==> config.mk <==
export PLATFORM = sky130hd
export DESIGN_NAME = avalon_st_channel_adapter
export DESIGN_NICKNAME = d
export VERILOG_FILES = /design/src/rtl/avalon_st_channel_adapter.sv
export SDC_FILE = /design/constraint.sdc
export NUM_CORES = 1
export LEC_CHECK = 0
export ABC_CLOCK_PERIOD_IN_PS = 2280
export CORE_UTILIZATION = 52
export CTS_BUF_LIST = sky130_fd_sc_hd__clkbuf_8
export DETAILED_ROUTE_END_ITERATION = 7
export PLACE_DENSITY = 0.82
export SLEW_MARGIN = 5
export SYNTH_ARGS = -nofsm -noshare
export SYNTH_HDL_FRONTEND = slang
export SYNTH_SLANG_ARGS = --single-unit
==> constraint.sdc <==
create_clock -name clk -period 2.28 [get_ports clk]
set_input_delay 0.456 -clock clk [delete_from_list [all_inputs] [get_ports clk]]
set_output_delay 0.456 -clock clk [all_outputs]
set_load 0.02 [all_outputs]
==> src/rtl/avalon_st_channel_adapter.sv <==
// Avalon-ST channel adapter.
// Widens or narrows the channel field, locks the channel from the SOP beat for
// the rest of the packet, drops packets whose SOP channel is out of range
// (counting them in a saturating counter) and silently discards orphan beats.
// The output is either combinational (PIPELINE=0) or a 2-entry skid buffer
// (PIPELINE=1) whose in_ready comes straight from the occupancy register.
module avalon_st_channel_adapter #(
    parameter int DATA_W        = 8,
    parameter int IN_CHANNEL_W  = 4,
    parameter int OUT_CHANNEL_W = 8,
    parameter int MAX_CHANNEL   = 255,
    parameter int PIPELINE      = 1
) (
    input  logic                     clk,
    input  logic                     reset_n,
    output logic                     in_ready,
    input  logic                     in_valid,
    input  logic [DATA_W-1:0]        in_data,
    input  logic [IN_CHANNEL_W-1:0]  in_channel,
    input  logic                     in_startofpacket,
    input  logic                     in_endofpacket,
    input  logic                     out_ready,
    output logic                     out_valid,
    output logic [DATA_W-1:0]        out_data,
    output logic                     out_startofpacket,
    output logic                     out_endofpacket,
    output logic [OUT_CHANNEL_W-1:0] out_channel,
    output logic [15:0]              drop_count
);

    localparam logic [1:0] ST_IDLE = 2'd0;
    localparam logic [1:0] ST_PASS = 2'd1;
    localparam logic [1:0] ST_DROP = 2'd2;

    // Range check is done at a width that holds the full input channel, the
    // output channel and MAX_CHANNEL, so a wide input can never alias into
    // the legal range by truncation.
    localparam int CMP_W0 = (IN_CHANNEL_W > OUT_CHANNEL_W) ? IN_CHANNEL_W : OUT_CHANNEL_W;
    localparam int CMP_W  = (CMP_W0 > 32) ? CMP_W0 : 32;
    localparam logic [CMP_W-1:0] MAX_CH_EXT = CMP_W'(MAX_CHANNEL);

    // One queue entry: {sop, eop, channel, data}
    localparam int ENT_W = DATA_W + OUT_CHANNEL_W + 2;

    logic [1:0]               state;
    logic [OUT_CHANNEL_W-1:0] lock_ch;
    logic [CMP_W-1:0]         ch_ext;
    logic                     in_range;
    logic                     fwd;
    logic                     accept;
    logic                     push;
    logic                     path_ready;
    logic [OUT_CHANNEL_W-1:0] beat_ch;
    logic [ENT_W-1:0]         push_ent;
    logic [ENT_W-1:0]         head_ent;

    assign ch_ext   = CMP_W'(in_channel);
    assign in_range = (ch_ext <= MAX_CH_EXT);

    // An SOP always starts a new packet (even mid-PASS or mid-DROP) and is
    // forwarded only if its channel is legal; non-SOP beats ride along only
    // while a legal packet is open.  Everything else is discarded.
    assign fwd     = in_startofpacket ? in_range : (state == ST_PASS);
    assign beat_ch = in_startofpacket ? ch_ext[OUT_CHANNEL_W-1:0] : lock_ch;

    // Discarded beats never wait on the output path, so DROP and orphan
    // beats are always swallowed immediately.
    assign in_ready = reset_n && (!fwd || path_ready);
    assign accept   = in_valid && in_ready;
    assign push     = accept && fwd;
    assign push_ent = {in_startofpacket, in_endofpacket, beat_ch, in_data};

    // Packet state machine and channel lock, advancing on accepted beats only
    always_ff @(posedge clk or negedge reset_n) begin
        if (!reset_n) begin
            state   <= ST_IDLE;
            lock_ch <= '0;
        end else if (accept) begin
            if (in_startofpacket) begin
                if (in_range) begin
                    lock_ch <= beat_ch;
                end
                if (in_endofpacket) begin
                    state <= ST_IDLE;
                end else begin
                    state <= in_range ? ST_PASS : ST_DROP;
                end
            end else if (in_endofpacket) begin
                // Orphan EOP in IDLE lands here too, harmlessly.
                state <= ST_IDLE;
            end
        end
    end

    // Saturating count of packets dropped for an out-of-range SOP channel
    always_ff @(posedge clk or negedge reset_n) begin
        if (!reset_n) begin
            drop_count <= '0;
        end else if (accept && in_startofpacket && !in_range && (drop_count != 16'hFFFF)) begin
            drop_count <= drop_count + 16'd1;
        end
    end

    generate
        if (PIPELINE != 0) begin : g_skid
            // Two-entry circular buffer; the head entry drives out_* directly
            // from flops, and in_ready depends only on occupancy so the input
            // side never sees a combinational path from out_ready.
            logic [ENT_W-1:0] mem [2];
            logic             rd_ptr;
            logic             wr_ptr;
            logic [1:0]       count;
            logic             pop;

            assign pop        = out_valid && out_ready;
            assign path_ready = (count != 2'd2);
            assign out_valid  = (count != 2'd0);
            assign head_ent   = mem[rd_ptr];

            // Buffer storage, pointers and occupancy; push and pop may coincide
            always_ff @(posedge clk or negedge reset_n) begin
                if (!reset_n) begin
                    mem[0] <= '0;
                    mem[1] <= '0;
                    rd_ptr <= 1'b0;
                    wr_ptr <= 1'b0;
                    count  <= 2'd0;
                end else begin
                    if (push) begin
                        mem[wr_ptr] <= push_ent;
                        wr_ptr      <= !wr_ptr;
                    end
                    if (pop) begin
                        rd_ptr <= !rd_ptr;
                    end
                    count <= count + {1'b0, push} - {1'b0, pop};
                end
            end
        end else begin : g_comb
            // Straight-through path; held at reset values while in reset.
            assign path_ready = out_ready;
            assign out_valid  = reset_n && in_valid && fwd;
            assign head_ent   = reset_n ? push_ent : '0;
        end
    endgenerate

    assign {out_startofpacket, out_endofpacket, out_channel, out_data} = head_ent;

endmodule
==> results list, run 1 <==
* Start-to-end type of the worst setup path: input port to primary output
- The pre-antenna-repair detailed-routing pass consisted of 4 iterations.
- The multi-input combinational cells in the finished layout cover a total of 1046 um^2.
* Longest Clk Path Bufs: 2
- The netlist uses 28 different library cells.
- Wire length of the first global-routing pass: between 7000 and 8000 um
- Max-Cap Viols: 0
* Worst VDD drop: 0.7528 mV
- Num Clock Sinks: between 40 and 50
- The core region is between 4000 and 5000 um^2.
- Clock transition time at the flip-flop clock pins of the worst setup and hold paths: around 0.08 ns
- Yosys attributes the largest share of cell area to sky130_fd_sc_hd__dfrtp_1 (51%), sky130_fd_sc_hd__mux2_2 (19%), sky130_fd_sc_hd__mux2_4 (11%), sky130_fd_sc_hd__buf_4 (5.3%), sky130_fd_sc_hd__nor4_4 (1.8%).
- Initial Util: between 50% and 60%
* Worst relative slew slack: 59.97%
- For the finished layout, the period the worst path requires is ~2.2 ns.
- The library cell used most frequently in the layout, excluding fill and tap cells, is sky130_fd_sc_hd__dfrtp_1.
- Of the cells placed in the final design, the portion with a size suffix greater than 1 is approximately two fifths.
- Counting cells, the worst reg-to-reg path comes to 5.
- At the later pin of the worst-skew pair, clock insertion delay measures about 0.3 ns.
* Area enclosed by the die boundary: a little under 5000 um^2
- Cell count after placement: 259
- Worst-path maximum fanout: 2
* FF+latch count, synth: 49
- The detailed router placed around 1.4k vias in this run.
* Post-route non-filler standard cell count: 267
- The synthesized netlist occupies a cell area of 2396 um^2.
* Via count of the first global-routing pass: roughly 1.5k
- Worst Setup Slack post-DPL: between 0.04 and 0.05 ns
- Worst setup skew after layout: about 0.0041 ns
- Post-synthesis sequential area ratio: ~51%
* Final number of max-transition violations: 0
- Number of buffers inserted for hold repair after clock tree synthesis: 0
* Cells after Synth: between 150 and 200
- Total Power: 3.790 mW
- In this run the number of H-tree levels came out at 2.
- Entering global routing, the biggest net connects 50 pins.
- For this run, design rule violations remaining after detail routing come to 0.
* Final setup margin: ~0.047 ns
- Pwr/cell area: 1287 nW/um^2
- Setup repair after global routing left no endpoint under its margin.
- Relative to the synthesized area, the layout overhead comes to 22.87%.
- Dividing the final minimum period by the clock period gives approximately 100%.
* Drt initial violations: between 60 and 70
* Slew at the pin with the worst max-slew slack: approximately 0.60 ns
* Final core area utilization: between 60% and 70%
- For this run, the total global-route usage over all layers was measured as 18.98%.
* Grt total ovfl: 0
- The floorplan step set the die width to between 60 and 70 um.
- Average wire per cell in the routed design: ~16 um
- Flip-flop and latch area: 1226 um^2
- Post-Syn Area per Cell: between 10 and 15 um^2
- The analysis attributes to cell leakage a power of about 1.4 nW.
* Yosys warnings: 0
- CTS tree: yes
- Wirelength, routed: roughly 4200 um
- Once detailed placement completed, the half-perimeter wirelength came to 3035 um.
- Port Buffers: 37
* Category of the worst setup path capture point: primary output
- Post-detailed-route count of antenna-violating nets: 0
* Number of filler instances in the final layout: 315
- During I/O placement, the number of pins put on the boundary was 54.
- The repair_antennas step left the layout with diodes totalling 0.
- In this run the critical register-to-register path is captured at g_skid.count[1].
- sky130_fd_sc_hd__dfrtp_1 takes more of the synthesized area than any other cell.
* Number of nets in the final layout: between 200 and 250
* Result of the run: completed
- Most frequent cells in the layout: sky130_fd_sc_hd__dfrtp_1 (49), sky130_fd_sc_hd__mux2_2 (41), sky130_fd_sc_hd__clkdlybuf4s50_1 (27)
- The count of final hold-check violations was 0.
* Critical path data required time: 1.82 ns
* Y dimension of the die: 69.88 um
* Initial antenna violation count: 0
* Startpoint type of the worst setup path: input port
* Placer Congestion: roughly 0.73
- Data on the critical path arrives at its endpoint at about 1.8 ns.
* Max frequency: ~0.45 GHz
* Std cell rows: 24
- Fraction of post-synthesis cell area in the top cell type by area: between 50% and 60%
- Setup violations remaining at the end of the flow were counted as 0.
- Setup slack on the worst flop-to-flop path: ~0.48 ns
- Number of vias per cell after detailed routing: 5.090
- Setup_tns: 0 ns
- Worst hold path type: input port to async pin
* CTS Root Cell: sky130_fd_sc_hd__clkbuf_8
- Reg2Reg Launch Point: g_skid.count[1]
* Total clock buffers created by CTS: 5
-- critical path, cell delays in order --
cell and delay, ns:
sky130_fd_sc_hd__clkdlybuf4s50_1 0.48, sky130_fd_sc_hd__nor2_4 0.12, sky130_fd_sc_hd__o21a_1 0.13, sky130_fd_sc_hd__clkdlybuf4s50_1 0.60
-- worst max path at each step --
stage,slack [ns],startpoint,end,cells past startpoint
floorplan,0.47,in_startofpacket,g_skid.mem[18],5
detailed placement,0.04,in_startofpacket,in_ready,4
CTS,0.004,g_skid.rd_ptr,out_channel[0],3
global placement,0.03,in_startofpacket,in_ready,4
global route,0.0002,in_startofpacket,in_ready,4
finish,0.05,in_startofpacket,in_ready,4
-- synthesized netlist by cell type, drive strengths merged --
master  count
nand2       2
ha          1
and2        6
and2b       2
clkbuf      3
nor3        1
o21ai       1
inv         5
o21a        1
nor4        3
mux2       59
buf        19
or2         1
dfrtp      49
xor2        1
nor2b       3
nor2        1
o22ai       2
nand2b      1
nand3       1
conb        1
xnor2       4
a32oi       1
-- cell type report --
class                           instances  area share (%)
Sequential cell                        49           41.65
Multi-Input combinational cell        107           35.53
Timing Repair Buffer                   46           16.02
Clock buffer                            6           2.805
Tap cell                               52           2.210
Clock inverter                          2           1.147
Inverter                                5          0.6375
-- cell families (layout without fill, tap and decap cells) --
family                   after synthesis  in the layout  synth area share (%)
XOR/XNOR                               5              5                 1.828
multiplexers                          59             59                 30.55
AND/OR/NAND/NOR                       21             21                 6.841
flip-flops                            49             49                 51.18
other                                  1             16                0.1565
adder cells (fa/ha/maj)                1              1                0.5221
buffers and inverters                 27             59                 7.519
AO/OA/AOI/OAI                          5              5                 1.410
-- what timing repair did --
action,4_1_cts,5_1_grt
resized for setup,0,10
setup endpoints to repair,0,12
buffers inserted,0,0
-- power by group --
group          internal, mW  switching, mW  total, mW
clock                 0.353          0.274      0.627
sequential             1.20          0.185       1.39
combinational         0.994          0.782       1.78
total                  2.55           1.24       3.79
-- metal layers --
layer | part of all wire (%) | wire length [um] | vias up | global-route usage [%]
met4 | 1.3 | 55 | 0 | 6.667
met3 | 4.3 | 180 | 7 | 4.473
met1 | 43 | 1796 | 682 | 23.11
met5 | 0 | 0 | - | 0
li1 | - | - | 637 | -
met2 | 51 | 2149 | 33 | 32.91
-- sequential cells by signal, indices dropped and copies added, names as in the netlist --
signal         cells
g_skid.mem        36
lock_ch            8
g_skid.count       2
g_skid.rd_ptr      1
g_skid.wr_ptr      1
state              1
-- stage by stage --
stage                     hold slack (ns)  cell area, um^2
after floorplan                    0.1604             2452
after global placement             0.4611             2801
after detailed placement           0.4635             2801
after CTS                          0.3222             2918
after global routing               0.3660             2944
final                              0.3057             2944
No activity file was read; power rests on OpenSTA's default activity.
==> run 2: changes to the inputs <==
- SETUP_SLACK_MARGIN: not set -> 0.15
- TNS_END_PERCENT: not set -> 50
==> run 2 against run 1 <==
Routed wire length about the same. Clock skew about the same. Worst setup slack better by 0.072 ns. Count of clock-buffer cells in the layout unchanged. Flip-flop and latch count unchanged. Clock power about the same. Maximum frequency up 3.3%.
==> results list, run 2 (synthesized netlist as in run 1, its figures left out) <==
* Result of the run: completed
- Top-level port count: 54 (unchanged)
- Area enclosed by the die boundary: 4883 um^2 (unchanged)
- The worst-case vdd ir drop is 0.7434 mV (-1.2%).
- The post-detailed-route count of antenna-violating nets is 0 (unchanged).
- The H-tree depth is 2 (unchanged).
- Wirelength, routed: 4181 um (about the same)
- The number of buffers inserted by hold repair at cts is 0 (unchanged).
- The share of the core filled with cells came to 66.67% (-0.49 points).
* Most flops, register: g_skid.mem
* Average wire per cell in the routed design: 15.66 um (about the same)
* Placer Congestion: 0.7328 (unchanged)
* Setup bufs post-CTS: 0 (unchanged)
- The library cell used most frequently in the layout, excluding fill and tap cells, is sky130_fd_sc_hd__dfrtp_1.
- Reg2Reg Launch Point: g_skid.count[1]
- Share of final-layout standard cells stronger than drive strength 1: 38.14% (unchanged)
- The DRC marker count from the first detailed-route iteration was 71 (+16%).
* Worst-path maximum fanout: 7 (+5)
* Startpoint type of the worst setup path: flop
- The antenna diode instance count came to 0 (unchanged).
- Post-CTS Resized: 10 (+10)
* Area of the core region: 4384 um^2 (unchanged)
- Via count of the first global-routing pass: 1533 (-0.26%)
- Pwr/cell area: 1272 nW/um^2 (-1.2%)
- Count of unresolved DRC violations after routing: 0 (unchanged)
- Setup_tns: 0 ns (unchanged)
* Setup slack on the worst flop-to-flop path: 0.48 ns (about the same)
- The clock buffer count from CTS is 5 (unchanged).
* Share of the clock period used by the worst path: 94.79% (-3.2 points)
* Slew at the pin with the worst max-slew slack: 0.5967 ns (-0.003729 ns)
- The worst slack after detailed placement was 0.04029 ns (unchanged).
- The delay contributed by the slowest stage of the critical path came to 0.53 ns (-0.07 ns).
* Longest Clk Path Bufs: 2 (unchanged)
- CTS tree: yes
- Biggest registers after layout: g_skid.mem (36), lock_ch (8), g_skid.count (2)
- Final period demand of the worst path: 2.161 ns (-0.07203 ns)
* Number of filler instances in the final layout: 326 (+3.5%)
- Critical path data required time: 1.82 ns (about the same)
- Global-route total usage across every layer: 18.95% (-0.031 points)
- The TritonCTS sink count was 49 (unchanged).
* Area grow syn2layout: 21.98%
- The worst path arrival time came to 1.71 ns (-0.07 ns).
- Horizontal die dimension: 69.88 um (unchanged)
- The relative max-transition margin was 60.22% (+0.25 points).
- Final setup margin: 0.1189 ns (+0.07203 ns)
* Initial Util: 54.65% (unchanged)
- Wire length of the first global-routing pass: 7176 um (about the same)
* Start-to-end type of the worst setup path: flop to primary output
- Final number of max-transition violations: 0 (unchanged)
- For this design, the slowest cell found on the critical path is sky130_fd_sc_hd__clkdlybuf4s50_1.
* Grt total ovfl: 0 (unchanged)
- Number of vias per cell after detailed routing: 5.086 (about the same)
- Category of the worst setup path capture point: primary output
- The count of final hold-check violations came to 0 (unchanged).
- The achievable frequency is 0.4627 GHz (+3.3%).
* Clock transition time at the flip-flop clock pins of the worst setup and hold paths: 0.08 ns (about the same)
* Y dimension of the die: 69.88 um (unchanged)
- The HPWL after detailed placement came to 3035 um (unchanged).
* Most frequent cells in the layout: sky130_fd_sc_hd__dfrtp_1 (49), sky130_fd_sc_hd__mux2_2 (41), sky130_fd_sc_hd__clkdlybuf4s50_1 (22)
- The max capacitance violation total is 0 (unchanged).
- The flip-flop count of the largest register after layout is 36 (unchanged).
* Number of vias after detailed routing: 1358 (-0.074%)
* Setup repair after global routing missed its margin: yes
* Worst setup skew after layout: 0.004104 ns (+0.00004660 ns)
- Pre-Repair DR Iteration Count: 4 (unchanged)
- Initial antenna violation count: 0 (unchanged)
* Pin count of the biggest net entering global routing: 50 (unchanged)
- Cell count of the worst reg-to-reg path: 5 (unchanged)
* Worst hold path type: input port to async pin
- Endpoint of the worst register-to-register path: g_skid.count[1]
- Leakage power total: 1.391 nW (-1.2%)
- CTS Root Cell: sky130_fd_sc_hd__clkbuf_8
- Number of nets in the final layout: 233 (unchanged)
* Number of setup violations in the final report: 0 (unchanged)
- The latest clock arrival within the worst-skew pair was 0.30 ns (about the same).
- Cells along the critical path: buf_4 -> mux2_2 -> clkdlybuf4s50_1
- Std cell rows: 24 (unchanged)
- The count of input and output buffers is 37 (unchanged).
-- run 2: cell types whose count changed in the layout (fill, tap and decap cells not counted) --
cell	delta
sky130_fd_sc_hd__dlymetal6s2s_1	-4
sky130_fd_sc_hd__clkdlybuf4s50_1	-5
sky130_fd_sc_hd__dlygate4sd2_1	+9
-- run 2: area by class of cell --
cell class	instances	area, um^2	area share, %
Timing Repair Buffer	46	450.4	15.41
Inverter	5	18.77	0.6421
Sequential cell	49	1226	41.95
Clock buffer	6	82.58	2.825
Tap cell	52	65.06	2.226
Clock inverter	2	33.78	1.156
Multi-Input combinational cell	107	1046	35.79
-- run 2: worst max-delay path by stage --
stage	to	from	slack [ns]	cells past startpoint
2_1_floorplan	g_skid.mem[18]	in_startofpacket	0.47	5
3_3_place_gp	in_ready	in_startofpacket	0.03	4
3_5_place_dp	in_ready	in_startofpacket	0.04	4
4_1_cts	in_ready	in_startofpacket	0.03	4
5_1_grt	out_endofpacket	g_skid.rd_ptr	0.04	3
6_report	out_endofpacket	g_skid.rd_ptr	0.12	3
-- run 2: through the flow --
step / std cells / hold slack [ns] / power, mW / instance area, um^2
after CTS: 267 / 0.3222 / 3.780 / 2910
after floorplan: 183 / 0.1604 / 2.572 / 2452
after global routing: 267 / 0.3660 / 3.938 / 2923
after detailed placement: 259 / 0.4635 / 3.220 / 2801
final: 267 / 0.3059 / 3.719 / 2923
after global placement: 259 / 0.4611 / 3.137 / 2801
-- run 2: worst max-delay path, delay by kind of cell (launching register included) --
family / cells / cell delay, ns
flops: 1 / 0.37
buf+inv: 2 / 0.70
mux: 1 / 0.34
-- run 2: report_power, final --
part | switching (mW) | internal, mW | total, mW
Sequential | 0.184 | 1.20 | 1.39
Combinational | 0.783 | 0.923 | 1.71
Clock | 0.273 | 0.353 | 0.626
Total | 1.24 | 2.48 | 3.72
-- run 2: routing by layer --
metal	routed length, um	share of wire [%]	vias up	track usage (%)
met5	0	0	-	0
met4	57	1.4	0	6.667
met2	2149	51	33	32.91
met1	1801	43	681	23.21
met3	173	4.1	7	4.185
li1	-	-	637	-
